--- config.mk ---
export PLATFORM = sky130hd
export DESIGN_NAME = spi_ram_slave_param_flat
export DESIGN_NICKNAME = d
export VERILOG_FILES = /design/src/rtl/spi_ram_slave_param_if.sv /design/src/rtl/spi_ram_slave_param.sv /design/src/flat_wrapper.sv
export SDC_FILE = /design/constraint.sdc
export NUM_CORES = 2
export LEC_CHECK = 0
export CORE_ASPECT_RATIO = 1.1
export CORE_MARGIN = 1.5
export CORE_UTILIZATION = 53
export DETAILED_ROUTE_END_ITERATION = 12
export PLACE_DENSITY_LB_ADDON = 0.08
export SETUP_SLACK_MARGIN = 0.1
export SLEW_MARGIN = 20
export SYNTH_ARGS = -nofsm -noshare
export SYNTH_HDL_FRONTEND = slang
export SYNTH_SLANG_ARGS = --single-unit
--- constraint.sdc ---
create_clock -name clk -period 4.8 [get_ports clk]
set_input_delay 1.44 -clock clk [delete_from_list [all_inputs] [get_ports clk]]
set_output_delay 1.44 -clock clk [all_outputs]
set_load 0.005 [all_outputs]
--- src/rtl/spi_ram_slave_param_if.sv ---
// SPI pin bundle for spi_ram_slave_param: slave select, serial in/out and the abort flag.
interface spi_ram_slave_param_if;
    logic SS_n;
    logic MOSI;
    logic MISO;
    logic frame_abort;

    modport master (
        output SS_n,
        output MOSI,
        input  MISO,
        input  frame_abort
    );

    modport slave (
        input  SS_n,
        input  MOSI,
        output MISO,
        output frame_abort
    );
endinterface

--- src/rtl/spi_ram_slave_param.sv ---
// Parametrised SPI slave fronting a single-port RAM; SPI pins sampled on clk, one frame per SS_n low.
// Define SPI_AUTO_INC_EN to post-increment wr_addr on each write and rd_addr on each read.
module spi_ram_slave_param #(
    parameter int unsigned DATA_WIDTH = 8,
    parameter int unsigned ADDR_WIDTH = 8
) (
    input logic                  clk,
    input logic                  reset,
    spi_ram_slave_param_if.slave bus_io
);
    localparam int unsigned Depth = 2 ** ADDR_WIDTH;
    localparam int unsigned CntW  = $clog2(DATA_WIDTH);
    localparam logic [CntW-1:0] CntOne  = CntW'(1);
    localparam logic [CntW-1:0] LastBit = CntW'(DATA_WIDTH - 1);

    typedef enum logic [2:0] {StIdle, StCmd, StRx, StRdWait, StTx, StDone} state_e;

    state_e                  state_q, state_d;
    logic [CntW-1:0]         cnt_q, cnt_d;
    logic [1:0]              cmd_q, cmd_d;
    logic [DATA_WIDTH-1:0]   shift_q, shift_d;
    logic [ADDR_WIDTH-1:0]   wr_addr_q, wr_addr_d;
    logic [ADDR_WIDTH-1:0]   rd_addr_q, rd_addr_d;
    logic [DATA_WIDTH-1:0]   rd_buf_q, rd_buf_d;
    logic                    miso_q, miso_d;
    logic                    abort_q, abort_d;

    logic [DATA_WIDTH-1:0]   mem_q [Depth];
    logic [DATA_WIDTH-1:0]   rd_word;
    logic [DATA_WIDTH-1:0]   payload;
    logic                    mem_we;

    assign rd_word = mem_q[rd_addr_q];
    // Payload including the bit being sampled this cycle.
    assign payload = (shift_q << 1) | DATA_WIDTH'(bus_io.MOSI);

    always_comb begin
        state_d   = state_q;
        cnt_d     = cnt_q;
        cmd_d     = cmd_q;
        shift_d   = shift_q;
        wr_addr_d = wr_addr_q;
        rd_addr_d = rd_addr_q;
        rd_buf_d  = rd_buf_q;
        miso_d    = 1'b0;
        abort_d   = 1'b0;
        mem_we    = 1'b0;

        unique case (state_q)
            StIdle: begin
                if (!bus_io.SS_n) begin
                    state_d = StCmd;
                    cnt_d   = '0;
                end
            end
            StCmd: begin
                if (bus_io.SS_n) begin
                    state_d = StIdle;
                    abort_d = 1'b1;
                end else begin
                    cmd_d = {cmd_q[0], bus_io.MOSI};
                    if (cnt_q == CntOne) begin
                        cnt_d   = '0;
                        state_d = StRx;
                    end else begin
                        cnt_d = cnt_q + CntOne;
                    end
                end
            end
            StRx: begin
                if (bus_io.SS_n) begin
                    state_d = StIdle;
                    abort_d = 1'b1;
                end else begin
                    shift_d = payload;
                    cnt_d   = cnt_q + CntOne;
                    if (cnt_q == LastBit) begin
                        cnt_d   = '0;
                        state_d = StDone;
                        unique case (cmd_q)
                            2'b00: wr_addr_d = payload[ADDR_WIDTH-1:0];
                            2'b01: begin
                                mem_we = 1'b1;
`ifdef SPI_AUTO_INC_EN
                                wr_addr_d = wr_addr_q + ADDR_WIDTH'(1);
`endif
                            end
                            2'b10: rd_addr_d = payload[ADDR_WIDTH-1:0];
                            default: state_d = StRdWait;
                        endcase
                    end
                end
            end
            StRdWait: begin
                if (bus_io.SS_n) begin
                    state_d = StIdle;
                    abort_d = 1'b1;
                end else begin
                    // MSB goes out on this edge; the rest is shifted from rd_buf.
                    rd_buf_d = rd_word;
                    miso_d   = rd_word[DATA_WIDTH-1];
                    cnt_d    = '0;
                    state_d  = StTx;
`ifdef SPI_AUTO_INC_EN
                    rd_addr_d = rd_addr_q + ADDR_WIDTH'(1);
`endif
                end
            end
            StTx: begin
                if (bus_io.SS_n) begin
                    state_d = StIdle;
                    abort_d = 1'b1;
                end else if (cnt_q == LastBit) begin
                    state_d = StDone;
                end else begin
                    rd_buf_d = rd_buf_q << 1;
                    miso_d   = rd_buf_q[DATA_WIDTH-2];
                    cnt_d    = cnt_q + CntOne;
                end
            end
            StDone: begin
                if (bus_io.SS_n) begin
                    state_d = StIdle;
                end
            end
            default: state_d = StIdle;
        endcase
    end

    always_ff @(posedge clk) begin
        if (reset) begin
            state_q   <= StIdle;
            cnt_q     <= '0;
            cmd_q     <= '0;
            shift_q   <= '0;
            wr_addr_q <= '0;
            rd_addr_q <= '0;
            rd_buf_q  <= '0;
            miso_q    <= 1'b0;
            abort_q   <= 1'b0;
        end else begin
            state_q   <= state_d;
            cnt_q     <= cnt_d;
            cmd_q     <= cmd_d;
            shift_q   <= shift_d;
            wr_addr_q <= wr_addr_d;
            rd_addr_q <= rd_addr_d;
            rd_buf_q  <= rd_buf_d;
            miso_q    <= miso_d;
            abort_q   <= abort_d;
        end
    end

    // RAM contents survive reset; reset only blocks a write on its own edge.
    always_ff @(posedge clk) begin
        if (!reset && mem_we) begin
            mem_q[wr_addr_q] <= payload;
        end
    end

    assign bus_io.MISO        = miso_q;
    assign bus_io.frame_abort = abort_q;
endmodule

--- src/flat_wrapper.sv ---
// flat-port wrapper written by rule: the top's interface ports become plain ports
module spi_ram_slave_param_flat 
#(
    parameter int unsigned DATA_WIDTH = 8,
    parameter int unsigned ADDR_WIDTH = 8
)
  (clk, reset, bus_io_SS_n, bus_io_MOSI, bus_io_MISO, bus_io_frame_abort);
  spi_ram_slave_param_if bus_io_i ();
  input logic clk;
  input logic reset;
  input wire logic [$bits(bus_io_i.SS_n)-1:0] bus_io_SS_n;
  input wire logic [$bits(bus_io_i.MOSI)-1:0] bus_io_MOSI;
  output wire logic [$bits(bus_io_i.MISO)-1:0] bus_io_MISO;
  output wire logic [$bits(bus_io_i.frame_abort)-1:0] bus_io_frame_abort;
  assign bus_io_i.SS_n = bus_io_SS_n;
  assign bus_io_i.MOSI = bus_io_MOSI;
  assign bus_io_MISO = bus_io_i.MISO;
  assign bus_io_frame_abort = bus_io_i.frame_abort;
  spi_ram_slave_param #(.DATA_WIDTH(DATA_WIDTH), .ADDR_WIDTH(ADDR_WIDTH)) u_core (.clk(clk), .reset(reset), .bus_io(bus_io_i));
endmodule
==> flow_summary.json <==
{
  "irDropWorstVdd_mv": 0.298,
  "cts-htree-levels": 4,
  "grt_max_degree": 161,
  "antenna_found_initial": 3,
  "register_area_sq_mm": 0.0625,
  "ys_seq_area_share_pct": 76.3,
  "fill_cells": 10952,
  "syn-mean-instance-area_sq_um": 20.3,
  "dr.pass1.iters": 5,
  "grt_usage_pct": 29.4,
  "synth_nets": 4034,
  "ioPinCount": 6,
  "slew_violations": 0,
  "clock-sinks": 2096,
  "yosys.area.top_type": "edfxtp_1",
  "r2r_slack_ns": 0.76,
  "tns_ns": 0,
  "crit_required_ns": 5.49,
  "p_leak_nw": 33.3,
  "clockRootBuffer": "clkbuf_16",
  "routed_wl_um": 228000,
  "hold_viol": 0,
  "criticalPathCategory": "flip-flop to flip-flop",
  "rsz0062_at_grt": "false",
  "start_kind": "flip-flop",
  "grt_pass1_vias": 42469,
  "synthDistinctLibCells": 81,
  "yosysWarningCount": 0,
  "mostFrequentLayoutCell": "edfxtp_1",
  "rows": 151,
  "cp_max_fo": 29,
  "multiInputGateArea_sq_mm": 0.0180,
  "relSlewSlack_pct": 29.3,
  "clk_latency_ns": 0.84,
  "arrival_ns": 4.73,
  "syn_area_sq_mm": 0.0819,
  "fmax_mhz": 248,
  "clk_pin_slew_ns": 0.06,
  "io_buffer_count": 5,
  "dieArea_sq_mm": 0.157,
  "vias": 42622,
  "ys_ff_latch": 2096,
  "worst_slack_ns": 0.764,
  "synth_top_area_share_pct": 75.1,
  "overflow": 0,
  "cts_setup_buffers": 0,
  "hp-class": "flip-flop to flip-flop",
  "synthArstFlopShare_pct": 0,
  "drc": 0,
  "min_period_ns": 4.04,
  "synth_cells": 4027,
  "synthTopCellsByArea": "edfxtp_1 (75%), mux4_2 (13%), mux2i_1 (2.2%), nor2_1 (1.5%), dfxtp_1 (1.2%)",
  "maxCapViolations": 0,
  "final_layout_size_suffix_gt1_share_pct": 27.5,
  "ctsResizeCount": 0,
  "cts_tree": "done",
  "skew_ns": 0.0293,
  "dieWidth_um": 378,
  "routedWlPerCell_um": 34.0,
  "clockBufferDepth": 3,
  "viasPerCell": 6.36,
  "nets": 4470,
  "synth_edf_count": 2048,
  "grt_pass1_wl_um": 322000,
  "dp_hpwl_um": 141000,
  "setup_viol": 0,
  "layout_common_cells": "edfxtp_1 (2048), mux4_2 (471), buf_4 (435)",
  "ant_nets": 0,
  "status": "finished clean",
  "final.period_utilization_pct": 84.1,
  "cts_hold_buffers": 0,
  "power_density_mw_per_mm2": 382,
  "tightest_slew_ns": 1.05,
  "coreArea_sq_mm": 0.154,
  "cts_buffers": 203,
  "critical_path.endpoint_type": "flip-flop",
  "ys.flop_type": "edfxtp_1",
  "pre_cts_ws_ns": 0.272,
  "die_h_um": 415,
  "initial_core_util_pct": 53.3,
  "drt_iter0_drc": 5075,
  "area_delta_synth_final_pct": 14.3,
  "gp_congestion": 0.895
}
-- critical path: stages, from the launching register on --
cell and delay (ns):
dfxtp_4 0.99, buf_12 0.29, buf_12 0.21, mux4_2 0.55, a22oi_1 0.28, a21oi_1 0.32
a31oi_1 0.29, a31oi_1 0.17, a21oi_1 0.56, a211oi_1 0.16
-- layer usage --
layer  global-route usage (%)  wire [um]  up-vias
met5                        0         33        -
met4                     10.9       8950        4
met3                     4.95      16900      412
met2                     46.6     110000     2037
met1                     41.5      91500    22661
li1                         -          -    17508
-- synth_stat cells (7+ instances only) --
master    count
edfxtp_1   2048
mux4_2      471
nor2_1      333
mux2i_1     180
nand2_1     168
clkbuf_1    103
a21oi_1      62
buf_2        50
dfxtp_1      48
nand3_1      48
o22ai_1      47
buf_6        41
a22oi_1      36
nor3_1       29
o221ai_1     28
a31oi_1      27
o21ai_0      27
buf_4        23
nor2b_1      18
nand2b_1     17
mux2_2       14
a211oi_1     13
a221oi_1     13
and3_1       11
buf_1        11
o211ai_1     11
and2_1        9
or3_1         9
buf_8         8
nand4_1       7
nor4_1        7
o31ai_1       7
-- power breakdown --
group	internal (W)	total, W	switching (W)	leakage (nW)
Combinational	0.0000329	0.000126	0.0000932	6.83
Sequential	0.0198	0.0198	0.0000129	23.2
Clock	0.00901	0.0158	0.00675	3.19
Total	0.0288	0.0357	0.00686	33.3
-- flip-flops by register name (all words and copies together) (netlist names), named ones only --
| signal | flops |
|---|---|
| u_core.bus_io.MISO | 1 |
| u_core.bus_io.frame_abort | 1 |
| u_core.cmd_q | 2 |
| u_core.cnt_q | 3 |
| u_core.mem_q | 2048 |
| u_core.rd_addr_q | 8 |
| u_core.rd_buf_q | 7 |
| u_core.shift_q | 7 |
| u_core.state_q | 3 |
| u_core.wr_addr_q | 8 |
-- logic make-up after synthesis --
family | share of synthesized area, %
buf+inv | 1.83
simple gates | 3.62
xor+xnor | 0.0107
mux | 15.4
compound gates | 2.83
flops | 76.3
fa+ha+maj | 0.0458
-- final cells by class --
type	instances	area share, %
antenna	3	0.00802
clock buffer	258	5.86
clock inverter	120	1.12
inverter	7	0.0334
multi-input combinational	1686	19.3
sequential	2096	66.8
tap	2065	2.76
timing repair buffer	469	4.16
-- through the flow --
stage	area [sq um]	std cells	power (W)	util, %	hold WS (ns)
after floorplan	81900	4027	0.0203	-	0.467
after global placement	87000	6323	0.0203	56.7	0.479
after detailed placement	87000	6323	0.0203	56.7	0.497
after CTS	93500	6701	0.0359	60.9	0.511
after global routing	93500	6701	0.0366	60.9	0.529
final	93600	6704	0.0357	60.9	0.511
-- worst paths after layout --
kind	startpoint	cells past startpoint	end
worst min register to register	u_core.rd_addr_q[6]	2	flip-flop
worst min-delay path	u_core.rd_addr_q[6]	2	flip-flop
worst max-delay path	flip-flop	9	u_core.rd_buf_q[4]
worst max register to register	flip-flop	9	u_core.rd_buf_q[4]
Note: power is estimated with default switching activity, not from simulation.
